===== config.mk =====
export PLATFORM = sky130hd
export DESIGN_NAME = vga_plot_arbiter
export DESIGN_NICKNAME = d
export VERILOG_FILES = /design/src/rtl/vga_plot_arbiter.sv
export SDC_FILE = /design/constraint.sdc
export NUM_CORES = 1
export LEC_CHECK = 0
export ABC_AREA = 1
export BUFFER_PORTS_ARGS = -buffer_cell sky130_fd_sc_hd__buf_2
export CELL_PAD_IN_SITES_DETAIL_PLACEMENT = 2
export CELL_PAD_IN_SITES_GLOBAL_PLACEMENT = 2
export CORE_AREA = 5 5 94 96
export DETAILED_ROUTE_END_ITERATION = 10
export DIE_AREA = 0 0 99 101
export GPL_TIMING_DRIVEN = 1
export PLACE_DENSITY = 0.9
export REMOVE_ABC_BUFFERS = 1
export SYNTH_ARGS = -nofsm -noshare
export SYNTH_HDL_FRONTEND = slang
export SYNTH_SLANG_ARGS = --single-unit

===== constraint.sdc =====
create_clock -name clk -period 3.25 [get_ports clk]
set_clock_uncertainty 0.1 [all_clocks]
set_input_delay 0.325 -clock clk [delete_from_list [all_inputs] [get_ports clk]]
set_output_delay 0.325 -clock clk [all_outputs]
set_load 0.01 [all_outputs]

===== src/rtl/vga_plot_arbiter.sv =====
// Shares the VGA adapter plot port between two drawing clients.
// Owns the full-screen clear sweep run after reset and on request.
module vga_plot_arbiter #(
    parameter logic [2:0] CLEAR_COLOUR = 3'b000
) (
    input  logic       clk,
    input  logic       rst_n,
    input  logic       clear_req,
    input  logic       req0,
    input  logic       req1,
    input  logic [7:0] x0,
    input  logic [7:0] x1,
    input  logic [6:0] y0,
    input  logic [6:0] y1,
    input  logic [2:0] c0,
    input  logic [2:0] c1,
    output logic       ack0,
    output logic       ack1,
    output logic       busy,
    output logic       clear_done,
    output logic [7:0] vga_x,
    output logic [6:0] vga_y,
    output logic [2:0] vga_colour,
    output logic       vga_plot
);

    localparam logic [7:0] X_LAST = 8'd159;
    localparam logic [6:0] Y_LAST = 7'd119;
    localparam logic [7:0] X_SIZE = 8'd160;
    localparam logic [6:0] Y_SIZE = 7'd120;

    typedef enum logic {
        S_CLEAR = 1'b0,
        S_ARB   = 1'b1
    } state_t;

    state_t     r_state;
    state_t     w_state_nx;
    logic [7:0] r_cx;
    logic [6:0] r_cy;
    logic       r_last;
    logic       r_done;
    logic       w_grant0;
    logic       w_grant1;
    logic       w_last_pix;

    assign w_last_pix = (r_cx == X_LAST) && (r_cy == Y_LAST);

    // Tie-break on contention: the client not served last wins.
    always_comb begin
        w_grant0 = 1'b0;
        w_grant1 = 1'b0;
        if (r_state == S_ARB && !clear_req) begin
            if (req0 && (!req1 || r_last)) begin
                w_grant0 = 1'b1;
            end else if (req1) begin
                w_grant1 = 1'b1;
            end
        end
    end

    // The clear_done cycle still counts as clearing, so busy
    // only drops once the final pixel has been presented.
    always_comb begin
        w_state_nx = r_state;
        case (r_state)
            S_CLEAR: if (r_done) w_state_nx = S_ARB;
            S_ARB:   if (clear_req) w_state_nx = S_CLEAR;
            default: w_state_nx = S_CLEAR;
        endcase
    end

    assign ack0       = w_grant0;
    assign ack1       = w_grant1;
    assign busy       = (r_state == S_CLEAR);
    assign clear_done = r_done;

    always_ff @(posedge clk or negedge rst_n) begin
        if (!rst_n) begin
            r_state <= S_CLEAR;
        end else begin
            r_state <= w_state_nx;
        end
    end

    always_ff @(posedge clk or negedge rst_n) begin
        if (!rst_n) begin
            r_cx       <= '0;
            r_cy       <= '0;
            r_last     <= 1'b1;
            r_done     <= 1'b0;
            vga_x      <= '0;
            vga_y      <= '0;
            vga_colour <= '0;
            vga_plot   <= 1'b0;
        end else if (r_state == S_CLEAR) begin
            if (!r_done) begin
                vga_x      <= r_cx;
                vga_y      <= r_cy;
                vga_colour <= CLEAR_COLOUR;
                vga_plot   <= 1'b1;
                if (w_last_pix) begin
                    r_cx   <= '0;
                    r_cy   <= '0;
                    r_done <= 1'b1;
                end else if (r_cy == Y_LAST) begin
                    r_cy <= '0;
                    r_cx <= r_cx + 8'd1;
                end else begin
                    r_cy <= r_cy + 7'd1;
                end
            end else begin
                r_done   <= 1'b0;
                vga_plot <= 1'b0;
            end
        end else begin
            r_done <= 1'b0;
            if (w_grant0) begin
                vga_x      <= x0;
                vga_y      <= y0;
                vga_colour <= c0;
                vga_plot   <= (x0 < X_SIZE) && (y0 < Y_SIZE);
                r_last     <= 1'b0;
            end else if (w_grant1) begin
                vga_x      <= x1;
                vga_y      <= y1;
                vga_colour <= c1;
                vga_plot   <= (x1 < X_SIZE) && (y1 < Y_SIZE);
                r_last     <= 1'b1;
            end else begin
                vga_plot <= 1'b0;
            end
        end
    end

endmodule


Word level (Yosys, flattened, before mapping)
Cells that the tools add are included.

word-level totals
  register bits = 37
  output and inout port bits = 23
  logic and storage cells = 68

cells by class
  add/sub/neg operators = 2
  $lt $le $gt $ge = 4
  equal/unequal tests = 4
  mux-type cells = 33
  bitwise logic cells = 2
  reductions and logical operators = 14

operators with widths
  kind                 count
  $mux 8               6
  $mux 7               6
  $lt 8x8->1 const B   2
  $mux 1               16
  $lt 7x7->1 const B   2
  $mux 3               4
  $add 8x1->8 const B  1
  $eq 8x8->1 const B   1
  $add 7x1->7 const B  1
  $eq 7x7->1 const B   1
  $reduce_and 2->1     3
  $logic_and 1x1->1    5
  $reduce_bool 2->1    2
  $ne 3x3->1 const B   1
  $reduce_and 3->1     1
  $logic_not 1->1      2
  $ne 2x2->1 const B   1
  $not 1->1            2
  $pmux 1 s2           1
  $logic_or 1x1->1     1

Depth between registers and ports, before layout
  word-level depth = 8
  mapped depth = 10

Worst setup path after synthesis
Ideal clock, no wire load.

  path kind = register to register
  start = register r_last
  end = register vga_x[2]
  data arrival time = 1.262 ns
  setup slack = 1.766 ns
  stages on the path, launching flop included = 7
  period minus slack after synthesis = 1.484 ns
  cell sequence = dfstp_2 -> inv_1 -> nand2_1 -> clkbuf_1 -> nand4_1 -> nand3_1 -> a21oi_1

on the way
  word-level cells in the longest chain between the ends = 6
  elaborated cells between the ends (all ways) = 10
  classes of those cells = eq/ne: 1; mux: 6; reduce/logical: 3

ends and longest elaborated chain
  what                                                         line  source
  start: declaration                                           41    logic r_last;
  start signal: assignment                                     90    r_last <= 1'b1;
  start signal: assignment                                     123   r_last <= 1'b0;
  start signal: assignment                                     129   r_last <= 1'b1;
  $logic_or 1x1->1 *                                           54    if (req0 && (!req1 || r_last)) begin
  $logic_and 1x1->1 *                                          54
  $mux 1                                                       54
  $mux 1                                                       53    if (r_state == S_ARB && !clear_req) begin
  $ne 3x3->1 (no line) / $mux 8 (equally long branches)        -
  $reduce_and 2->1 (no line) / $mux 8 (equally long branches)  -
  end signal: assignment                                       98    vga_x <= r_cx;
  end: declaration                                             21    output logic [7:0] vga_x,

Mark *: on every way between the ends. The rest lies on a longest branch, timed or not.
A chain may end at the register's enable or synchronous reset.

Final worst setup path
  start = register r_last
  end = output port ack0

on the way
  word-level cells in the longest chain between the ends = 4

ends and longest elaborated chain
  what               line  source
  $logic_or 1x1->1   54
  $logic_and 1x1->1  54
  $mux 1             54
  $mux 1             53
  end: declaration   17    output logic ack0,

Every way passes these cells.

==> flow_summary_export.csv <==
group,metric,value,unit
run_status,status,"completed",
cts,tritoncts,"built",
place,place_hpwl,5.94,mm
job,max_cap_violations,0,
worst_setup_path,required,2820,ps
synth,netlist.area_leader.share,39.7,%
finish,nets,418,
floorplan,fp.dieArea,0.0100,mm^2
synth,yosys.area.top_type,"dfrtp_1",
place,port_buffers,63,
routing,top_layer,"met4",
cts,clock-sinks,37,
synth,muxShareOfSynthArea,0,%
finish,num_antenna_cells,0,
timing,rsz0062_at_grt,"no",
timing,tightest_slew,874,ps
routing,wl_met2,3.97,mm
cts,clock-root-buffer,"clkbuf_8",
timing,fin_crit_sh,80.7,%
cts,clock_latency,300,ps
timing,maxSlewViolCount,0,
place,place_ws,903,ps
routing,drt_first_pass_iters,4,
timing,period_minus_slack,2620,ps
synth,synth-xor-area-share,1.16,%
worst_setup_path,r2r_cells,8,
finish,n_fill_cell,989,
synth,synth_seq_area_share,40.8,%
cts,cts.repair.resized,0,
floorplan,die_h,101,um
timing,slew_headroom,41.8,%
routing,wl_per_cell,16.4,um
routing,drcViolationCount,0,
floorplan,initial_core_util,28.5,%
worst_setup_path,arrival,2200,ps
synth,post-synth-top-count-cell,"inv_1",
synth,ys.flop_type,"dfrtp_1",
floorplan,core_area,0.00797,mm^2
synth,synth_adder_area_share,1.10,%
cts,clockBufferDepth,2,
floorplan,dieWidth,99,um
routing,drtIter0Drc,82,
synth,netlist_top_cells_count,"inv_1, nand2_1, nor2_1",
floorplan,row_count,33,
synth,syn-cell-area,0.00227,mm^2
cts,cts_max_level,2,
cts,ctsHoldBuffers,0,
worst_setup_path,criticalPathCategory,"flip-flop to output port",
pwr,p_leak,0.00155,uW
synth,async_flop_share,100,%
worst_setup_path,reg2reg_from,"r_last$_DFFE_PN1P_",
floorplan,ios,64,
worst_setup_path,path_max_fanout,35,
routing,ant_nets,0,
synth,synth_area_leaders,"dfrtp_1, inv_1, nand2_1",
routing,viasPerCell,4.89,
grt,grt_start_max_net_pins,38,
pwr,p_per_area,499,mW/mm^2
cts,clk_pin_slew_worst_paths,80,ps
worst_setup_path,worstReg2RegEnd,"vga_y[5]$_DFFE_PN0P_",
grt,grt_antenna_before_repair,0,
grt,grt_pass1_vias,2648,
synth,netlist_instances,318,
timing,fmax,381,MHz
synth,synth_seq_cells,37,
timing,finalHoldViolations,0,
timing,fin_tns_setup,0,ps
pwr,ir_drop,0.150,mV
synth,synthDistinctLibCells,27,
place,gp_congestion,0.796,
grt,grt-ovfl-total,0,
routing,vias,2354,
finish,area_growth,20.0,%
worst_setup_path,endpoint_kind,"output port",
min_path,min_path_type,"input port to asynchronous set/reset pin",
worst_setup_path,crit_slowest_cell,"dfstp_2",
worst_setup_path,cp-start-kind,"flip-flop",
timing,finalSetupViolations,0,
synth,synth_edf_count,0,
cts,cts_setup_buffers,0,
synth,synth_compound_area_share,11.6,%
synth,synth_top_family_by_area,"simple AND/OR/NAND/NOR gates",
grt,grt_use_total,16.4,%
worst_setup_path,max_stage_delay,530,ps
cts,cts_buffers,5,
grt,grt_first_pass_wirelength,13.3,mm
worst_setup_path,cp_cell_sequence,"inv_1, nand2_1, nand3_4, inv_2, buf_2",
worst_setup_path,r2r_slack,850,ps
synth,synth-simple-area-share,31.3,%
routing,met3WireLength,348,um
timing,fin_ws,626,ps
routing,drt-met1-wl,3.45,mm
synth,syn_area_per_cell,7.14,um^2
finish,drive_gt1_share,21.5,%
routing,wl,7.88,mm
synth,ys_warn_count,0,
-- cell type report --
type	count	area [um^2]	share of cell area [%]
Clock buffer	8	90.1	3.31
Inverter	60	228	8.36
Multi-Input combinational cell	207	1030	37.6
Sequential cell	37	927	34.0
Tap cell	105	131	4.82
Timing Repair Buffer	64	323	11.8
-- cell families after synthesis --
logic type                 after synthesis
AOI/OAI and AO/OA                       51
xor gates and xnor gates                 3
adders and majority gates                2
buffers and inverters                   74
DFF                                     37
and+or+nand+nor                        151
-- metrics by stage --
stage	cell area (um^2)	util (%)	instances	hold slack, ps	total power (uW)
floorplan	2180	-	304	-70.6	834
global placement	2640	33.1	473	373	982
detailed placement	2640	33.1	473	410	1010
CTS	2730	34.2	481	75.0	1380
global route	2730	34.2	481	115	1460
finish	2730	34.2	481	34.4	1360
-- sequential cells by signal (all words and copies together) (netlist names) --
register	count
clear_done	1
r_cx	8
r_cy	7
r_last	1
r_state	1
vga_colour	3
vga_plot	1
vga_x	8
vga_y	7
-- critical path: cells and delay by family, from the launching register on --
family	cells	cell delay, ps
AND/OR/NAND/NOR	2	930
flip-flops	1	530
buffers and inverters	3	430
-- routing by layer --
metal / vias to the layer above / track usage [%]
li1: 1129 / -
met1: 1156 / 19.8
met2: 61 / 29.8
met3: 8 / 2.98
met4: 0 / 4.83
met5: - / 0
-- power by group --
part	switching [uW]	internal [uW]
combinational	233	142
clock	181	174
sequential	71.4	557
total	486	873
-- worst max-delay path by stage --
stage | startpoint | endpoint | slack (ps) | depth (start not counted)
after floorplan | r_state$_DFF_PN0_ | vga_y[5]$_DFFE_PN0P_ | 1070 | 8
after global placement | r_state$_DFF_PN0_ | ack0 | 1060 | 5
after detailed placement | r_last$_DFFE_PN1P_ | vga_y[5]$_DFFE_PN0P_ | 900 | 8
after CTS | r_state$_DFF_PN0_ | ack0 | 630 | 5
after global routing | r_state$_DFF_PN0_ | ack0 | 480 | 5
final | r_last$_DFFE_PN1P_ | ack0 | 630 | 5
-- cells in the final DEF (no fill, tap or decap) --
cell	count
buf_2	63
inv_1	55
nand2_1	52
nor2_1	44
dfrtp_1	36
a21oi_1	34
nand3_1	29
nand4_1	19
o21ai_0	11
clkbuf_8	6
inv_2	4
xor2_1	3
o21ai_1	3
nor2_8	2
ha_1	2
clkbuf_1	2
inv_4	1
nand3_4	1
nor2_2	1
nand2_4	1
nand3b_1	1
nor3_1	1
o211ai_1	1
a22oi_1	1
o21bai_1	1
buf_4	1
dfstp_2	1
No activity file was read; power rests on OpenSTA's default activity.
